`config.mk`:
```
export PLATFORM = sky130hd
export DESIGN_NAME = fetch_unit_flat
export DESIGN_NICKNAME = d
export VERILOG_FILES = /design/src/rtl/fetch_unit_if.sv /design/src/rtl/fetch_unit.sv /design/src/flat_wrapper.sv
export SDC_FILE = /design/constraint.sdc
export NUM_CORES = 1
export LEC_CHECK = 0
export BUFFER_PORTS_ARGS = -buffer_cell sky130_fd_sc_hd__buf_2
export CAP_MARGIN = 0
export CORE_MARGIN = 10
export CORE_UTILIZATION = 35
export CTS_BUF_LIST = sky130_fd_sc_hd__clkbuf_4 sky130_fd_sc_hd__clkbuf_8
export CTS_CLUSTER_DIAMETER = 60
export DETAILED_ROUTE_END_ITERATION = 16
export GPL_TIMING_DRIVEN = 0
export MAX_ROUTING_LAYER = met4
export PLACE_DENSITY = 0.63
export RECOVER_POWER = 25
export SLEW_MARGIN = 20
export SYNTH_ARGS = -nofsm -noshare
export SYNTH_HDL_FRONTEND = slang
export SYNTH_SLANG_ARGS = --single-unit
```
`constraint.sdc`:
```
create_clock -name clk -period 3.67 [get_ports clk]
set_input_delay 0.367 -clock clk [delete_from_list [all_inputs] [get_ports clk]]
set_output_delay 0.367 -clock clk [all_outputs]
set_load 0.02 [all_outputs]
```
`src/rtl/fetch_unit_if.sv`:
```
`default_nettype none
// +--------------------------------------------------------------------------+
// | fetch_unit_if                                                            |
// | Bundles the imem bus, decode hand-off and EX redirect of the fetch stage.|
// | Revision: 1.0                                                            |
// +--------------------------------------------------------------------------+
interface fetch_unit_if #(
    parameter int XLEN    = 32,
    parameter int PC_BITS = 5,
    parameter int CNT_W   = 32
);
    logic               imem_en;
    logic [PC_BITS-1:0] imem_addr;
    logic [XLEN-1:0]    imem_rdata;
    logic               stall_D;
    logic               EX_taken;
    logic [PC_BITS-1:0] EX_target;
    logic               F_valid;
    logic [PC_BITS-1:0] F_pc;
    logic [XLEN-1:0]    F_inst;
    logic [CNT_W-1:0]   perf_fetched;
    logic [CNT_W-1:0]   perf_bubbles;

    modport master (
        output imem_en, imem_addr, F_valid, F_pc, F_inst, perf_fetched, perf_bubbles,
        input  imem_rdata, stall_D, EX_taken, EX_target
    );

    modport slave (
        input  imem_en, imem_addr, F_valid, F_pc, F_inst, perf_fetched, perf_bubbles,
        output imem_rdata, stall_D, EX_taken, EX_target
    );
endinterface
`default_nettype wire

```
`src/rtl/fetch_unit.sv`:
```
`default_nettype none
// +--------------------------------------------------------------------------+
// | fetch_unit                                                               |
// | PC owner and 2-entry fetch queue feeding decode from a 1-cycle imem.     |
// | Optional performance counters enabled by FETCH_PERF_CNT_EN.              |
// | Revision: 1.0                                                            |
// +--------------------------------------------------------------------------+
module fetch_unit #(
    parameter int XLEN    = 32,
    parameter int PC_BITS = 5,
    parameter int CNT_W   = 32
) (
    input  logic          clk,
    input  logic          rst,
    fetch_unit_if.master  bus
);

    localparam logic [PC_BITS-1:0] c_PC_ONE = {{(PC_BITS-1){1'b0}}, 1'b1};

    logic [1:0]         count_q, count_d;
    logic               rd_ptr_q, rd_ptr_d;
    logic               wr_ptr_q, wr_ptr_d;
    logic               inflight_q, inflight_d;
    logic [PC_BITS-1:0] pc_req_q, pc_req_d;
    logic [PC_BITS-1:0] tag_q, tag_d;
    logic [PC_BITS-1:0] q_pc_q   [2];
    logic [PC_BITS-1:0] q_pc_d   [2];
    logic [XLEN-1:0]    q_inst_q [2];
    logic [XLEN-1:0]    q_inst_d [2];

    logic               w_valid;
    logic               w_pop;
    logic               w_push;
    logic               w_issue;
    logic [2:0]         w_occ;

    always_comb begin
        w_valid = (count_q != 2'd0);
        w_pop   = w_valid & ~bus.stall_D & ~bus.EX_taken;
        w_push  = inflight_q & ~bus.EX_taken;
        // Slots already committed after this cycle's pop; issue only if one stays free.
        w_occ   = {1'b0, count_q} + {2'b00, inflight_q} - {2'b00, w_pop};
        w_issue = ~rst & ~bus.EX_taken & (w_occ < 3'd2);

        count_d    = count_q;
        rd_ptr_d   = rd_ptr_q;
        wr_ptr_d   = wr_ptr_q;
        inflight_d = inflight_q;
        pc_req_d   = pc_req_q;
        tag_d      = tag_q;
        q_pc_d     = q_pc_q;
        q_inst_d   = q_inst_q;

        if (bus.EX_taken) begin
            count_d    = 2'd0;
            rd_ptr_d   = 1'b0;
            wr_ptr_d   = 1'b0;
            inflight_d = 1'b0;
            pc_req_d   = bus.EX_target;
        end else begin
            if (w_push) begin
                q_pc_d[wr_ptr_q]   = tag_q;
                q_inst_d[wr_ptr_q] = bus.imem_rdata;
                wr_ptr_d           = ~wr_ptr_q;
            end
            if (w_pop) begin
                rd_ptr_d = ~rd_ptr_q;
            end
            count_d    = count_q + {1'b0, w_push} - {1'b0, w_pop};
            inflight_d = w_issue;
            if (w_issue) begin
                pc_req_d = pc_req_q + c_PC_ONE;
                tag_d    = pc_req_q;
            end
        end
    end

    always_ff @(posedge clk) begin
        if (rst) begin
            count_q    <= 2'd0;
            rd_ptr_q   <= 1'b0;
            wr_ptr_q   <= 1'b0;
            inflight_q <= 1'b0;
            pc_req_q   <= '0;
            tag_q      <= '0;
            for (int i = 0; i < 2; i++) begin
                q_pc_q[i]   <= '0;
                q_inst_q[i] <= '0;
            end
        end else begin
            count_q    <= count_d;
            rd_ptr_q   <= rd_ptr_d;
            wr_ptr_q   <= wr_ptr_d;
            inflight_q <= inflight_d;
            pc_req_q   <= pc_req_d;
            tag_q      <= tag_d;
            q_pc_q     <= q_pc_d;
            q_inst_q   <= q_inst_d;
        end
    end

    assign bus.imem_en   = w_issue;
    assign bus.imem_addr = pc_req_q;
    assign bus.F_valid   = w_valid;
    assign bus.F_pc      = q_pc_q[rd_ptr_q];
    assign bus.F_inst    = w_valid ? q_inst_q[rd_ptr_q] : '0;

`ifdef FETCH_PERF_CNT_EN
    logic [CNT_W-1:0] fetched_q, fetched_d;
    logic [CNT_W-1:0] bubbles_q, bubbles_d;

    always_comb begin
        fetched_d = fetched_q + {{(CNT_W-1){1'b0}}, w_pop};
        bubbles_d = bubbles_q + {{(CNT_W-1){1'b0}}, (~w_valid & ~bus.stall_D)};
    end

    always_ff @(posedge clk) begin
        if (rst) begin
            fetched_q <= '0;
            bubbles_q <= '0;
        end else begin
            fetched_q <= fetched_d;
            bubbles_q <= bubbles_d;
        end
    end

    assign bus.perf_fetched = fetched_q;
    assign bus.perf_bubbles = bubbles_q;
`else
    assign bus.perf_fetched = {CNT_W{1'b0}};
    assign bus.perf_bubbles = {CNT_W{1'b0}};
`endif

endmodule
`default_nettype wire

```
`src/flat_wrapper.sv`:
```
// flat-port wrapper written by rule: the top's interface ports become plain ports
module fetch_unit_flat 
#(
    parameter int XLEN    = 32,
    parameter int PC_BITS = 5,
    parameter int CNT_W   = 32
)
  (clk, rst, bus_imem_en, bus_imem_addr, bus_F_valid, bus_F_pc, bus_F_inst, bus_perf_fetched, bus_perf_bubbles, bus_imem_rdata, bus_stall_D, bus_EX_taken, bus_EX_target);
  fetch_unit_if #(.XLEN(XLEN), .PC_BITS(PC_BITS), .CNT_W(CNT_W)) bus_i ();
  input  logic clk;
  input  logic rst;
  output wire logic [$bits(bus_i.imem_en)-1:0] bus_imem_en;
  output wire logic [$bits(bus_i.imem_addr)-1:0] bus_imem_addr;
  output wire logic [$bits(bus_i.F_valid)-1:0] bus_F_valid;
  output wire logic [$bits(bus_i.F_pc)-1:0] bus_F_pc;
  output wire logic [$bits(bus_i.F_inst)-1:0] bus_F_inst;
  output wire logic [$bits(bus_i.perf_fetched)-1:0] bus_perf_fetched;
  output wire logic [$bits(bus_i.perf_bubbles)-1:0] bus_perf_bubbles;
  input wire logic [$bits(bus_i.imem_rdata)-1:0] bus_imem_rdata;
  input wire logic [$bits(bus_i.stall_D)-1:0] bus_stall_D;
  input wire logic [$bits(bus_i.EX_taken)-1:0] bus_EX_taken;
  input wire logic [$bits(bus_i.EX_target)-1:0] bus_EX_target;
  assign bus_imem_en = bus_i.imem_en;
  assign bus_imem_addr = bus_i.imem_addr;
  assign bus_F_valid = bus_i.F_valid;
  assign bus_F_pc = bus_i.F_pc;
  assign bus_F_inst = bus_i.F_inst;
  assign bus_perf_fetched = bus_i.perf_fetched;
  assign bus_perf_bubbles = bus_i.perf_bubbles;
  assign bus_i.imem_rdata = bus_imem_rdata;
  assign bus_i.stall_D = bus_stall_D;
  assign bus_i.EX_taken = bus_EX_taken;
  assign bus_i.EX_target = bus_EX_target;
  fetch_unit #(.XLEN(XLEN), .PC_BITS(PC_BITS), .CNT_W(CNT_W)) u_core (.clk(clk), .rst(rst), .bus(bus_i));
endmodule
```
==> out/results.txt, run 1 <==
Peak Freq: 0.305 GHz
Worst Path Required: 3.30 ns
Mean area per synthesized cell: 7.92 µm²
Filler instances: 1221
Later-pin clock latency in the skew report: 0.36 ns
Top cells by area, synth: dfxtp_1 41%, nand2_1 13%, buf_4 11%, a21oi_1 8.6%, mux2i_1 7.4%
Post-synthesis mux area share: 10.1%
Leak: 2.27 nW
Io pins: 149
Worst-margin pin slew: 1.25 ns
Drt drc: 0
Top cell type's share of synthesized area: 41.4%
Post-Synth Simple-Gate Area: 20.3%
Tot GR Track Use: 13.6%
# resized after CTS: 0
Compound-Gate Fraction of Synth Area: 10.5%
Power Density: 371 nW/µm²
Vias per inst: 4.49
Ys async rst share: 0%
Final hold violations: 0
Final wirelength: 11.7 mm
CTS Sinks: 89
Max Clock Skew: 0.00903 ns
Placement row count: 40
Die X: 131 µm
Max-cap violations: 0
Initial antenna violation count: 1
Cell Count Post-Placement: 836
Avg WL per Cell: 13.7 µm
Reg area: 1780 µm²
GP Congestion: 0.803
Setup total negative slack: 0 ns
Post-CTS Setup Bufs: 0
# port buffers: 83
Post-synth EDFFs: 0
Worst-path clk slew: 0.09 ns
Vias in the first global route: 3704
XOR/XNOR Fraction of Synth Area: 0.815%
Startpoint Class: flop
First-pass GRT wire length: 17.9 mm
Yosys cell types: 32
Largest family of logic cells by synthesized area: simple AND/OR/NAND/NOR gates
CTS tree: built
Mapped Cells: 543
Min-delay worst type: in2reg
Largest net degree at the start of global routing: 15
Critical path fanouts, max: 9
Drt pass-1 iters: 4
Max-slew violation count: 0
Post-Layout Cell Count: 854
Core Region: 12000 µm²
RSZ-0062 raised after global routing: false
DP HPWL: 9.08 mm
Final net count: 746
Layout cell share with drive strength beyond 1: 25.4%
Synth area leader: dfxtp_1
Die Area: 17100 µm²
Slew headroom: 16.5%
Final setup fails: 0
Area occupied by multi-input gates: 2090 µm²
DIE HEIGHT: 131 µm
Gr ovfl total: 0
Via count: 3834
TritonCTS buffer count: 9
CTS Hold Bufs: 0
Status: finished, final reports clean
Critical Path Sink Type: output pin
1st-iter DRT viols: 222
Mapped cell area: 4300 µm²
Yosys warns: 0
Register area share after synthesis: 41.4%
Max rail drop VDD: 0.201 mV
Register bit total from synthesis: 89
Clock root buffer master: clkbuf_8
CP arrival: 2.91 ns
Crit share post-route: 89.3%
Layout Area Growth over Synthesis: 24.1%
Deepest level of the CTS H-tree: 3
Starting density of the core: 35.8%
Post-route ant nets: 0
Final min period: 3.28 ns
Synth Area in Adders: 1.63%
Most used DFF post-synth: dfxtp_1
Critical path class: reg2out
Max clock buf depth: 2
==> final cells by class <==
| cell class | instances | share of cell area [%] |
|---|---|---|
| Sequential cell | 89 | 33.4 |
| Inverter | 7 | 0.492 |
| Antenna cell | 2 | 0.0938 |
| Tap cell | 147 | 3.45 |
| Timing Repair Buffer | 83 | 7.65 |
| Clock inverter | 4 | 0.938 |
| Multi-Input combinational cell | 414 | 39.3 |
| Buffer | 96 | 11.6 |
| Clock buffer | 12 | 3.10 |
==> critical path: stages (launching register included) <==
cell and delay (ns):
dfxtp_1 0.39, nor2_2 0.37, nor3_1 0.10, ha_1 0.31, inv_1 0.08, nand2_1 0.07, fa_1 0.42, xnor2_1 0.26
and3_1 0.19, buf_2 0.17, buf_2 0.19
==> logic make-up (layout without fill, tap and decap cells) <==
| logic type | after synthesis | after routing |
|---|---|---|
| AOI/OAI and AO/OA | 86 | 86 |
| xor gates and xnor gates | 4 | 4 |
| adders and majority gates | 5 | 5 |
| buffers and inverters | 103 | 202 |
| DFF | 89 | 89 |
| muxes | 42 | 42 |
| other | 1 | 66 |
| and+or+nand+nor | 213 | 213 |
==> final timing paths <==
kind | to | slack [ns] | start | cells past startpoint
max | bus_imem_en | 0.39 | u_core.count_q[1] | 10
min | u_core.q_inst_q[3] | 0.25 | bus_imem_rdata[3] | 3
max reg2reg | u_core.tag_q[2] | 0.86 | u_core.count_q[1] | 10
min reg2reg | u_core.q_inst_q[29] | 0.46 | u_core.q_inst_q[29] | 2
==> metrics by stage <==
step / worst slack (ns) / power [mW] / util [%] / hold WS (ns) / cell area (µm²)
detailed placement: 0.545 / 1.29 / 42.8 / 0.447 / 5140
finish: 0.394 / 1.98 / 44.4 / 0.250 / 5340
floorplan: 1.10 / 1.23 / - / 0.433 / 4540
global route: 0.138 / 2.07 / 44.4 / 0.235 / 5330
global placement: 0.551 / 1.29 / 42.8 / 0.438 / 5140
CTS: 0.122 / 1.99 / 44.6 / 0.228 / 5350
==> flip-flops by register name, summed over array words and instances (netlist names) <==
name	flops
u_core.rd_ptr_q	1
u_core.q_inst_q	64
u_core.tag_q	5
u_core.q_pc_q	10
u_core.count_q	2
u_core.inflight_q	1
u_core.bus.imem_addr	5
u_core.wr_ptr_q	1
==> Yosys cell counts (2+ instances only) <==
| cell | instances |
|---|---|
| ha_1 | 4 |
| nand4_1 | 2 |
| nor2b_1 | 6 |
| a21oi_1 | 74 |
| buf_2 | 20 |
| a311oi_1 | 5 |
| xnor2_1 | 3 |
| nand2_1 | 150 |
| mux2_2 | 5 |
| clkbuf_1 | 10 |
| o21ai_0 | 6 |
| dfxtp_1 | 89 |
| buf_4 | 64 |
| mux2_1 | 5 |
| inv_1 | 6 |
| and3_1 | 2 |
| or3_1 | 5 |
| mux2i_1 | 32 |
| nor3_1 | 3 |
| nor2_1 | 39 |
| buf_1 | 2 |
==> placed cells by master, fill, tap and decap left out, types with 12 or more instances in the layout <==
| cell | n |
|---|---|
| nor2_1 | 38 |
| mux2i_1 | 32 |
| clkbuf_8 | 12 |
| conb_1 | 64 |
| clkbuf_1 | 22 |
| buf_2 | 93 |
| dfxtp_1 | 89 |
| a21oi_1 | 74 |
| nand2_1 | 150 |
| buf_4 | 64 |
==> metal layers <==
metal	track usage, %	share of wire [%]	vias to the layer above
met5	-	0	-
met4	4.91	1.5	0
met3	4.59	8.3	16
met2	21.7	48	128
met1	15.7	42	1740
li1	-	-	1950
==> power by group <==
part / internal, mW / total [mW] / switching, mW
clock network: 0.369 / 0.704 / 0.335
logic: 0.101 / 0.265 / 0.164
registers: 0.990 / 1.01 / 0.0185
Power figures use the tool's default switching activity.
==> run 2, diff against run 1 <==
--- a/config.mk
+++ b/config.mk
@@ -9,7 +9,6 @@
 export CAP_MARGIN = 0
 export CORE_MARGIN = 10
 export CORE_UTILIZATION = 35
-export CTS_BUF_LIST = sky130_fd_sc_hd__clkbuf_4 sky130_fd_sc_hd__clkbuf_8
 export CTS_CLUSTER_DIAMETER = 60
 export DETAILED_ROUTE_END_ITERATION = 16
 export GPL_TIMING_DRIVEN = 0
==> out/results.txt, run 2 (synthesized netlist as in run 1, its figures left out) <==
Status: finished, final reports clean (unchanged)
Post-Layout Cell Count: 854 (unchanged)
Starting density of the core: 35.8% (unchanged)
CTS tree: built (unchanged)
Final setup fails: 0 (unchanged)
Worst Path Required: 3.30 ns (about the same)
Critical path fanouts, max: 9 (unchanged)
First-pass GRT wire length: 18.0 mm (was 17.9 mm)
Worst path slowest cell: fa_1 (unchanged)
Worst-path clk slew: 0.06 ns (was 0.09 ns)
Max rail drop VDD: 0.205 mV (was 0.201 mV)
Met2 WL: 5.58 mm (was 5.60 mm)
Final min period: 3.25 ns (was 3.28 ns)
Power Density: 408 nW/µm² (was 371 nW/µm²)
Final wirelength: 11.8 mm (was 11.7 mm)
Clock group share of total power: 42.6% (was 35.6%)
Most common cell after layout, fill and taps aside: nand2_1 (unchanged)
Die Area: 17100 µm² (unchanged)
GP Congestion: 0.803 (unchanged)
1st-iter DRT viols: 214 (was 222)
Io pins: 149 (unchanged)
# resized after CTS: 0 (unchanged)
Max-cap violations: 0 (unchanged)
Slew headroom: 45.3% (was 16.5%)
Metal-1 WL: 4.95 mm (was 4.98 mm)
DP Worst Slack: 0.545 ns (unchanged)
CTS Hold Bufs: 0 (unchanged)
Top reg by flops: u_core.q_inst_q (unchanged)
CP arrival: 2.88 ns (was 2.91 ns)
Vias in the first global route: 3717 (was 3704)
Placement row count: 40 (unchanged)
Gate power share: 11.9% (was 13.4%)
Leak: 2.33 nW (was 2.27 nW)
Post-DP Area: 5140 µm² (unchanged)
Worst-margin pin slew: 0.821 ns (was 1.25 ns)
Final hold violations: 0 (unchanged)
Critical path class: reg2out (unchanged)
Setup total negative slack: 0 ns (unchanged)
Min-delay worst type: in2reg (unchanged)
DIE HEIGHT: 131 µm (unchanged)
Tot GR Track Use: 13.7% (was 13.6%)
Seq pwr share: 45.4% (was 51.0%)
WL met3: 1.03 mm (was 974 µm)
Largest net degree at the start of global routing: 15 (unchanged)
Most frequent cells in the layout: 150 x nand2_1, 93 x buf_2, 89 x dfxtp_1 (unchanged)
TritonCTS buffer count: 9 (unchanged)
Deepest level of the CTS H-tree: 3 (unchanged)
Final net count: 746 (unchanged)
RSZ-0062 raised after global routing: false (unchanged)
CTS Sinks: 89 (unchanged)
Max reg flops: 64 (unchanged)
Vias per inst: 4.52 (was 4.49)
Max clock buf depth: 2 (unchanged)
Layout cell share with drive strength beyond 1: 25.5% (was 25.4%)
Layout Area Growth over Synthesis: 26.7% (was 24.1%)
Critical Path, Cell by Cell: nor2_2 > nor3_1 > ha_1 > inv_1 > nand2_1 > fa_1 > xnor2_1 > and3_1 > buf_2 > buf_2 (unchanged)
Cell Count Post-Placement: 836 (unchanged)
Max Clock Skew: 0.00550 ns (was 0.00903 ns)
Later-pin clock latency in the skew report: 0.34 ns (was 0.36 ns)
Top layer in use: met4 (unchanged)
Total power: 2.22 mW (was 1.98 mW)
# port buffers: 83 (unchanged)
Psw: 0.549 mW (was 0.517 mW)
Hold WS: 0.274 ns (was 0.250 ns)
DP HPWL: 9.08 mm (unchanged)
Final Cell Area: 5450 µm² (was 5340 µm²)
Crit share post-route: 88.5% (was 89.3%)
Initial antenna violation count: 1 (unchanged)
Critical Path Sink Type: output pin (unchanged)
Drt drc: 0 (unchanged)
Core Region: 12000 µm² (unchanged)
Gr ovfl total: 0 (unchanged)
Post-CTS Setup Bufs: 0 (unchanged)
Clock root buffer master: clkbuf_16 (was clkbuf_8)
Die X: 131 µm (unchanged)
Via count: 3861 (was 3834)
Drt pass-1 iters: 4 (unchanged)
Sw frac: 24.7% (was 26.1%)
Regs by FF count: u_core.q_inst_q: 64 flops, u_core.q_pc_q: 10 flops (unchanged)
Avg WL per Cell: 13.8 µm (was 13.7 µm)
Internal power: 1.67 mW (was 1.46 mW)
Worst path max stage delay: 0.42 ns (about the same)
Max-slew violation count: 0 (unchanged)
Final core occ: 45.4% (was 44.4%)
Peak Freq: 0.308 GHz (was 0.305 GHz)
Startpoint Class: flop (unchanged)
Post-route ant nets: 0 (unchanged)
Most used cell, CP: buf_2 (unchanged)
Final worst-path setup slack: 0.423 ns (was 0.394 ns)
## run 2: cell counts in the layout (fill, tap and decap cells not counted)
Identical to the previous run, type by type.
## run 2: worst paths after layout
path,startpoint,end,slack (ns),cells after the start
hold reg to reg,u_core.q_inst_q[29],u_core.q_inst_q[29],0.45,2
setup reg to reg,u_core.count_q[1],u_core.tag_q[2],0.87,10
setup / recovery,u_core.count_q[1],bus_imem_en,0.42,10
hold / removal,bus_imem_rdata[2],u_core.q_inst_q[2],0.27,3
## run 2: per-layer routing
layer | global-route usage (%) | vias to the layer above
met5 | - | -
met2 | 22.0 | 129
met1 | 15.8 | 1760
met4 | 5.56 | 0
li1 | - | 1955
met3 | 3.91 | 17
## run 2: critical path, delay by kind of cell, from the launching register on
kind          cells  cell delay [ns]
fa+ha+maj         2             0.73
simple gates      4             0.73
buf+inv           3             0.45
flops             1             0.38
xor+xnor          1             0.26
## run 2: layout make-up
cell class	instances	area [µm²]
clock buffer	12	267
antenna	2	5.00
multi-input combinational	414	2110
fill	1206	6560
tap	147	184
buffer	96	621
inverter	7	26.3
clock inverter	4	50.0
sequential	89	1780
timing repair buffer	83	408
## run 2: power by group through the flow
stage	Sequential (mW)	Clock, mW	Combinational, mW
6_report	1.01	0.948	0.265
5_1_grt	1.01	1.00	0.293
4_1_cts	1.01	0.964	0.263
3_5_place_dp	1.03	0	0.262
3_3_place_gp	1.03	0	0.258
2_1_floorplan	1.03	0	0.194
